===== src/rtl/alu_seq_if.sv =====
// rtl/alu_seq_if.sv - request/response bundle between operand fetch, alu_seq and writeback
interface alu_seq_if #(
    parameter int WIDTH = 32
);
    logic             in_valid;
    logic             in_ready;
    logic [WIDTH-1:0] a;
    logic [WIDTH-1:0] b;
    logic [3:0]       opcode;
    logic             out_valid;
    logic             out_ready;
    logic [WIDTH-1:0] result;
    logic             zero;
    logic             negative;
    logic             carryout;
    logic             overflow;
    logic             divzero;
    logic             busy;

    // ALU side
    modport slave (
        input  in_valid, a, b, opcode, out_ready,
        output in_ready, out_valid, result, zero, negative, carryout, overflow, divzero, busy
    );

    // requester / consumer side
    modport master (
        output in_valid, a, b, opcode, out_ready,
        input  in_ready, out_valid, result, zero, negative, carryout, overflow, divzero, busy
    );
endinterface


===== src/rtl/alu_seq.sv =====
// rtl/alu_seq.sv - registered, handshaked ALU with iterative signed divide/modulo
module alu_seq #(
    parameter int WIDTH = 32
) (
    input  logic        clk,
    input  logic        reset,
    alu_seq_if.slave    bus
);
    localparam int SHW = $clog2(WIDTH);

    localparam logic [3:0] OP_AND  = 4'b0000;
    localparam logic [3:0] OP_OR   = 4'b0001;
    localparam logic [3:0] OP_XOR  = 4'b0010;
    localparam logic [3:0] OP_NOR  = 4'b0011;
    localparam logic [3:0] OP_NAND = 4'b0100;
    localparam logic [3:0] OP_NOT  = 4'b0101;
    localparam logic [3:0] OP_ADD  = 4'b0110;
    localparam logic [3:0] OP_SUB  = 4'b0111;
    localparam logic [3:0] OP_SLT  = 4'b1000;
    localparam logic [3:0] OP_MUL  = 4'b1001;
    localparam logic [3:0] OP_DIV  = 4'b1010;
    localparam logic [3:0] OP_MOD  = 4'b1011;
    localparam logic [3:0] OP_SLL  = 4'b1100;
    localparam logic [3:0] OP_SRA  = 4'b1101;
    localparam logic [3:0] OP_SLTU = 4'b1110;
    localparam logic [3:0] OP_SRL  = 4'b1111;

    localparam logic [WIDTH-1:0] MIN_NEG  = {1'b1, {(WIDTH-1){1'b0}}};
    localparam logic [SHW-1:0]   CNT_LAST = SHW'(WIDTH - 1);

    typedef enum logic [1:0] {
        S_IDLE   = 2'd0,
        S_DIVIDE = 2'd1,
        S_FIX    = 2'd2
    } state_t;

    state_t r_state;
    state_t w_next;

    // output register
    logic             r_out_valid;
    logic [WIDTH-1:0] r_result;
    logic             r_zero, r_negative, r_carryout, r_overflow, r_divzero;

    // divider state
    logic [WIDTH-1:0] r_quo;
    logic [WIDTH-1:0] r_rem;
    logic [WIDTH-1:0] r_dvs;
    logic [SHW-1:0]   r_cnt;
    logic             r_is_mod, r_neg_q, r_neg_r, r_div_ovf;

    // handshake / control
    logic w_in_ready, w_busy, w_fix_load;
    logic w_accept, w_is_div, w_b_zero, w_start_div, w_load_single;

    assign w_is_div      = (bus.opcode == OP_DIV) || (bus.opcode == OP_MOD);
    assign w_b_zero      = (bus.b == '0);
    assign w_accept      = bus.in_valid && w_in_ready;
    // divide by zero bypasses the iterative path and completes like a single-cycle op
    assign w_start_div   = w_accept && w_is_div && !w_b_zero;
    assign w_load_single = w_accept && !w_start_div;

    // single-cycle datapath
    logic [SHW-1:0]   w_sh;
    logic [WIDTH:0]   w_sum, w_diff;
    logic [WIDTH-1:0] w_res;
    logic             w_cy, w_ov, w_dz;

    assign w_sh   = bus.b[SHW-1:0];
    assign w_sum  = {1'b0, bus.a} + {1'b0, bus.b};
    assign w_diff = {1'b0, bus.a} - {1'b0, bus.b};

    // result and flags for every opcode that completes at the accept edge
    always_comb begin
        w_res = '0;
        w_cy  = 1'b0;
        w_ov  = 1'b0;
        w_dz  = 1'b0;
        case (bus.opcode)
            OP_AND:  w_res = bus.a & bus.b;
            OP_OR:   w_res = bus.a | bus.b;
            OP_XOR:  w_res = bus.a ^ bus.b;
            OP_NOR:  w_res = ~(bus.a | bus.b);
            OP_NAND: w_res = ~(bus.a & bus.b);
            OP_NOT:  w_res = ~bus.a;
            OP_ADD: begin
                w_res = w_sum[WIDTH-1:0];
                w_cy  = w_sum[WIDTH];
                w_ov  = (bus.a[WIDTH-1] == bus.b[WIDTH-1]) && (w_sum[WIDTH-1] != bus.a[WIDTH-1]);
            end
            OP_SUB: begin
                w_res = w_diff[WIDTH-1:0];
                w_cy  = w_diff[WIDTH];
                w_ov  = (bus.a[WIDTH-1] != bus.b[WIDTH-1]) && (w_diff[WIDTH-1] != bus.a[WIDTH-1]);
            end
            OP_SLT:  w_res = {{(WIDTH-1){1'b0}}, ($signed(bus.a) < $signed(bus.b))};
            OP_MUL:  w_res = bus.a * bus.b;
            OP_DIV,
            OP_MOD:  w_dz  = w_b_zero;
            OP_SLL:  w_res = bus.a << w_sh;
            OP_SRA:  w_res = $unsigned($signed(bus.a) >>> w_sh);
            OP_SLTU: w_res = {{(WIDTH-1){1'b0}}, (bus.a < bus.b)};
            OP_SRL:  w_res = bus.a >> w_sh;
            default: w_res = '0;
        endcase
    end

    // restoring divider on magnitudes; |MIN_NEG| fits as an unsigned WIDTH value
    logic [WIDTH-1:0] w_a_mag, w_b_mag;
    logic [WIDTH:0]   w_rem_sh, w_trial;
    logic             w_fit;
    logic [WIDTH-1:0] w_q_fix, w_r_fix, w_fix_res;

    assign w_a_mag   = bus.a[WIDTH-1] ? -bus.a : bus.a;
    assign w_b_mag   = bus.b[WIDTH-1] ? -bus.b : bus.b;
    assign w_rem_sh  = {r_rem, r_quo[WIDTH-1]};
    assign w_trial   = w_rem_sh - {1'b0, r_dvs};
    assign w_fit     = !w_trial[WIDTH];
    assign w_q_fix   = r_neg_q ? -r_quo : r_quo;
    assign w_r_fix   = r_neg_r ? -r_rem : r_rem;
    assign w_fix_res = r_is_mod ? w_r_fix : w_q_fix;

    // state register
    always_ff @(posedge clk or posedge reset) begin
        if (reset) r_state <= S_IDLE;
        else       r_state <= w_next;
    end

    // next-state logic
    always_comb begin
        w_next = r_state;
        case (r_state)
            S_IDLE:   if (w_start_div) w_next = S_DIVIDE;
            S_DIVIDE: if (r_cnt == CNT_LAST) w_next = S_FIX;
            S_FIX:    if (!r_out_valid || bus.out_ready) w_next = S_IDLE;
            default:  w_next = S_IDLE;
        endcase
    end

    // FSM-decoded control outputs
    always_comb begin
        w_in_ready = 1'b0;
        w_busy     = 1'b1;
        w_fix_load = 1'b0;
        case (r_state)
            S_IDLE: begin
                w_in_ready = !r_out_valid || bus.out_ready;
                w_busy     = 1'b0;
            end
            S_FIX:   w_fix_load = !r_out_valid || bus.out_ready;
            default: ;
        endcase
    end

    // divider operand capture and one quotient bit per DIVIDE cycle
    always_ff @(posedge clk or posedge reset) begin
        if (reset) begin
            r_quo     <= '0;
            r_rem     <= '0;
            r_dvs     <= '0;
            r_cnt     <= '0;
            r_is_mod  <= 1'b0;
            r_neg_q   <= 1'b0;
            r_neg_r   <= 1'b0;
            r_div_ovf <= 1'b0;
        end else if (w_start_div) begin
            r_quo     <= w_a_mag;
            r_rem     <= '0;
            r_dvs     <= w_b_mag;
            r_cnt     <= '0;
            r_is_mod  <= (bus.opcode == OP_MOD);
            r_neg_q   <= bus.a[WIDTH-1] ^ bus.b[WIDTH-1];
            r_neg_r   <= bus.a[WIDTH-1];
            r_div_ovf <= (bus.opcode == OP_DIV) && (bus.a == MIN_NEG) && (bus.b == '1);
        end else if (r_state == S_DIVIDE) begin
            r_rem <= w_fit ? w_trial[WIDTH-1:0] : w_rem_sh[WIDTH-1:0];
            r_quo <= {r_quo[WIDTH-2:0], w_fit};
            r_cnt <= r_cnt + 1'b1;
        end
    end

    // one-deep output register: load, hold under back-pressure, or drain
    always_ff @(posedge clk or posedge reset) begin
        if (reset) begin
            r_out_valid <= 1'b0;
            r_result    <= '0;
            r_zero      <= 1'b0;
            r_negative  <= 1'b0;
            r_carryout  <= 1'b0;
            r_overflow  <= 1'b0;
            r_divzero   <= 1'b0;
        end else if (w_load_single) begin
            r_out_valid <= 1'b1;
            r_result    <= w_res;
            r_zero      <= (w_res == '0);
            r_negative  <= w_res[WIDTH-1];
            r_carryout  <= w_cy;
            r_overflow  <= w_ov;
            r_divzero   <= w_dz;
        end else if (w_fix_load) begin
            r_out_valid <= 1'b1;
            r_result    <= w_fix_res;
            r_zero      <= (w_fix_res == '0);
            r_negative  <= w_fix_res[WIDTH-1];
            r_carryout  <= 1'b0;
            r_overflow  <= r_div_ovf;
            r_divzero   <= 1'b0;
        end else if (bus.out_ready) begin
            r_out_valid <= 1'b0;
        end
    end

    assign bus.in_ready  = w_in_ready;
    assign bus.busy      = w_busy;
    assign bus.out_valid = r_out_valid;
    assign bus.result    = r_result;
    assign bus.zero      = r_zero;
    assign bus.negative  = r_negative;
    assign bus.carryout  = r_carryout;
    assign bus.overflow  = r_overflow;
    assign bus.divzero   = r_divzero;
endmodule


===== src/flat_wrapper.sv =====
// flat-port wrapper written by rule: the top's interface ports become plain ports
module alu_seq_flat 
#(
    parameter int WIDTH = 32
)
  (clk, reset, bus_in_valid, bus_a, bus_b, bus_opcode, bus_out_ready, bus_in_ready, bus_out_valid, bus_result, bus_zero, bus_negative, bus_carryout, bus_overflow, bus_divzero, bus_busy);
  alu_seq_if #(.WIDTH(WIDTH)) bus_i ();
  input  logic clk;
  input  logic reset;
  input wire logic [$bits(bus_i.in_valid)-1:0] bus_in_valid;
  input wire logic [$bits(bus_i.a)-1:0] bus_a;
  input wire logic [$bits(bus_i.b)-1:0] bus_b;
  input wire logic [$bits(bus_i.opcode)-1:0] bus_opcode;
  input wire logic [$bits(bus_i.out_ready)-1:0] bus_out_ready;
  output wire logic [$bits(bus_i.in_ready)-1:0] bus_in_ready;
  output wire logic [$bits(bus_i.out_valid)-1:0] bus_out_valid;
  output wire logic [$bits(bus_i.result)-1:0] bus_result;
  output wire logic [$bits(bus_i.zero)-1:0] bus_zero;
  output wire logic [$bits(bus_i.negative)-1:0] bus_negative;
  output wire logic [$bits(bus_i.carryout)-1:0] bus_carryout;
  output wire logic [$bits(bus_i.overflow)-1:0] bus_overflow;
  output wire logic [$bits(bus_i.divzero)-1:0] bus_divzero;
  output wire logic [$bits(bus_i.busy)-1:0] bus_busy;
  assign bus_i.in_valid = bus_in_valid;
  assign bus_i.a = bus_a;
  assign bus_i.b = bus_b;
  assign bus_i.opcode = bus_opcode;
  assign bus_i.out_ready = bus_out_ready;
  assign bus_in_ready = bus_i.in_ready;
  assign bus_out_valid = bus_i.out_valid;
  assign bus_result = bus_i.result;
  assign bus_zero = bus_i.zero;
  assign bus_negative = bus_i.negative;
  assign bus_carryout = bus_i.carryout;
  assign bus_overflow = bus_i.overflow;
  assign bus_divzero = bus_i.divzero;
  assign bus_busy = bus_i.busy;
  alu_seq #(.WIDTH(WIDTH)) u_core (.clk(clk), .reset(reset), .bus(bus_i));
endmodule

===== config.mk =====
export PLATFORM = sky130hd
export DESIGN_NAME = alu_seq_flat
export DESIGN_NICKNAME = d
export VERILOG_FILES = /design/src/rtl/alu_seq_if.sv /design/src/rtl/alu_seq.sv /design/src/flat_wrapper.sv
export SDC_FILE = /design/constraint.sdc
export NUM_CORES = 2
export LEC_CHECK = 0
export CORE_MARGIN = 8
export CORE_UTILIZATION = 45
export DETAILED_ROUTE_END_ITERATION = 10
export MAX_ROUTING_LAYER = met4
export SYNTH_ARGS = -nofsm -noshare
export SYNTH_HDL_FRONTEND = slang
export SYNTH_SLANG_ARGS = --single-unit
export TNS_END_PERCENT = 30

===== constraint.sdc =====
create_clock -name clk -period 11.6 [get_ports clk]
set_input_delay 2.32 -clock clk [delete_from_list [all_inputs] [get_ports clk]]
set_output_delay 2.32 -clock clk [all_outputs]
set_load 0.02 [all_outputs]

==> flow_metrics.tcl <==
set metrics [dict create \
    r2r_cells 17 \
    synthTopCellsByCount "nor2_1 (588), inv_1 (510), nand2_1 (478)" \
    cts_root_buffer "clkbuf_16" \
    vias 35863 \
    cts_tree "built" \
    drv_slew 0 \
    area_growth_pct 8.42 \
    avgViaCountPerCell 6.44 \
    synth_nets 5266 \
    cts_hold_buf 0 \
    holdPathStages 2 \
    cts_max_level 4 \
    postCtsResizedCells 0 \
    start_util 0.452 \
    worstPathArrival_ns 11.28 \
    tns_ns 0 \
    grt_max_degree 76 \
    cts_buffer_depth 2 \
    drt_iter0_drc 5007 \
    pin_count 112 \
    avgSynthCellArea_um2 7.86 \
    syn_area_um2 35600 \
    path_common_cell "fa_1" \
    ys.flop_type "dfrtp_1" \
    crit_path_max_fanout 11 \
    cp.required_ns 11.98 \
    die_w_um 297 \
    drc_errors 0 \
    dp_hpwl_mm 132 \
    grt_pass1_vias 34721 \
    yosysMostFrequentCell "nor2_1" \
    antenna_found_initial 10 \
    timing.fmax_ghz 0.0917 \
    max_stage_delay_ns 0.77 \
    core-area_um2 78600 \
    die_height_um 297 \
    die_area_um2 88300 \
    cts_made_buffers 17 \
    grt_usage 0.381 \
    ant_nets 0 \
    clkTransAtPathRegs_ns 0.07 \
    synth_seq_area_share 0.101 \
    dr.pass1.iters 6 \
    synthAdderAreaFrac 0.322 \
    min_period_ns 10.90 \
    drive_above_1_share 0.0710 \
    synth_top_cells_by_area "fa_1 (23%), dfrtp_1 (10%), ha_1 (9.1%)" \
    synth_top_area_share 0.231 \
    tightest_slew_ns 1.22 \
    synth-simple-area-share 0.178 \
    hold_path_class "reg -> reg" \
    finalWorstSetupSlack_ns 0.699 \
    hold_viol 0 \
    ys_ff_latch 144 \
    routedWlPerCell_um 30.3 \
    synth-compound-area-share 0.198 \
    preCtsSetupSlack_ns 0.472 \
    grt_overflow 0 \
    slowest_stage "or4b_2" \
    synthArstFlopShare 1.00 \
    worst_slew_margin_rel 0.186 \
    worstSkewPairLatency_ns 0.47 \
    yosys-mux-area-fraction 0.0476 \
    gp_congestion 1.11 \
    core.rowCount 103 \
    worst_setup_path_end_kind "register" \
    synth_cell_type_count 96 \
    synth_top_area_cell "fa_1" \
    synth_top_family_by_area "adder cells" \
    synth_edf_count 0 \
    ys_warn_count 0 \
    grt_pass1_wl_mm 244 \
    cts.sinks 144 \
    critPathKind "in -> reg" \
    fin_worst_skew_ns 0.0134 \
    finalWirelength_mm 169 \
    synth_xor_area_frac 0.0618 \
    drv_cap 0 \
    status "finished clean" \
    setup_viol 0 \
    rsz0062_at_grt "false" \
    port-buffer-count 111 \
    fin_nets 5236 \
    start_kind "input port" \
    period_share 0.940 \
    postCtsSetupBuffers 0 \
    synth_cells 4524 \
]
placed cells by master, fill, tap and decap left out, types with 52 or more instances in the layout:
cell type	Yosys	layout
nand2_1	478	478
clkdlybuf4s50_1	0	103
fa_1	411	411
mux2i_1	61	61
inv_1	510	508
xor2_1	62	62
o21ai_0	255	255
o31ai_1	52	52
nand3_1	58	58
ha_1	259	259
xnor2_1	186	186
nor2_1	588	584
dfrtp_1	144	143
buf_4	6	158
nor3_1	68	68
a21oi_1	212	212
metrics by stage:
stage	utilization	std cells	hold slack, ns	cell area, um2
6_report	0.491	5566	0.470	38600
5_1_grt	0.491	5564	0.503	38600
4_1_cts	0.490	5557	0.476	38500
3_5_place_dp	0.483	5525	0.459	38000
3_3_place_gp	0.483	5525	0.451	38000
2_1_floorplan	-	4524	0.448	35600
kinds of logic after synthesis:
| group | Yosys count |
|---|---|
| xor gates and xnor gates | 249 |
| AOI/OAI and AO/OA | 1049 |
| and+or+nand+nor | 1444 |
| buffers and inverters | 846 |
| DFF | 144 |
| muxes | 122 |
| adders and majority gates | 670 |
flip-flops by register name (all words and copies together) (netlist names):
name / flops
u_core.r_dvs: 32
u_core.r_quo: 32
u_core.r_rem: 32
u_core.bus.result: 31
u_core.r_cnt: 5
u_core.r_state: 2
u_core.bus.carryout: 1
u_core.bus.divzero: 1
u_core.bus.negative: 1
u_core.bus.out_valid: 1
u_core.bus.overflow: 1
u_core.bus.zero: 1
u_core.r_div_ovf: 1
u_core.r_is_mod: 1
u_core.r_neg_q: 1
u_core.r_neg_r: 1
layout make-up:
class / instances / area (um2)
antenna: 9 / 22.5
fill: 7861 / 40000
timing repair buffer: 268 / 2280
clock buffer: 17 / 425
multi-input combinational: 3534 / 28800
tap: 1050 / 1310
clock inverter: 15 / 161
inverter: 529 / 1990
sequential: 144 / 3600
critical path: cells and delay by family:
kind / cells / cell delay (ns)
and+or+nand+nor: 8 / 2.05
adders and majority gates: 10 / 4.29
AOI/OAI and AO/OA: 5 / 1.31
buffers and inverters: 6 / 1.31
final timing paths:
path	from	endpoint	slack, ns
worst min-delay path	u_core.bus.result[4]	u_core.bus.result[4]	0.47
worst min register to register	u_core.bus.result[4]	u_core.bus.result[4]	0.47
worst max-delay path	bus_b[7]	u_core.bus.zero	0.70
max in group asynchronous	reset	u_core.r_dvs[8]	7.85
worst max register to register	u_core.r_quo[31]	u_core.r_rem[18]	6.40
min in group asynchronous	reset	u_core.r_cnt[0]	2.33
layer usage:
metal / share of wire / routed length (um) / global-route usage / up-vias
met1: 0.40 / 67600 / 0.497 / 17751
met5: 0 / 0 / - / -
met3: 0.13 / 22200 / 0.126 / 517
met2: 0.41 / 68900 / 0.533 / 2292
met4: 0.059 / 10000 / 0.177 / 0
li1: - / - / - / 15303
Power is not shown: default switching activity piles up to over one toggle a cycle in this logic, so the estimate is an artifact.
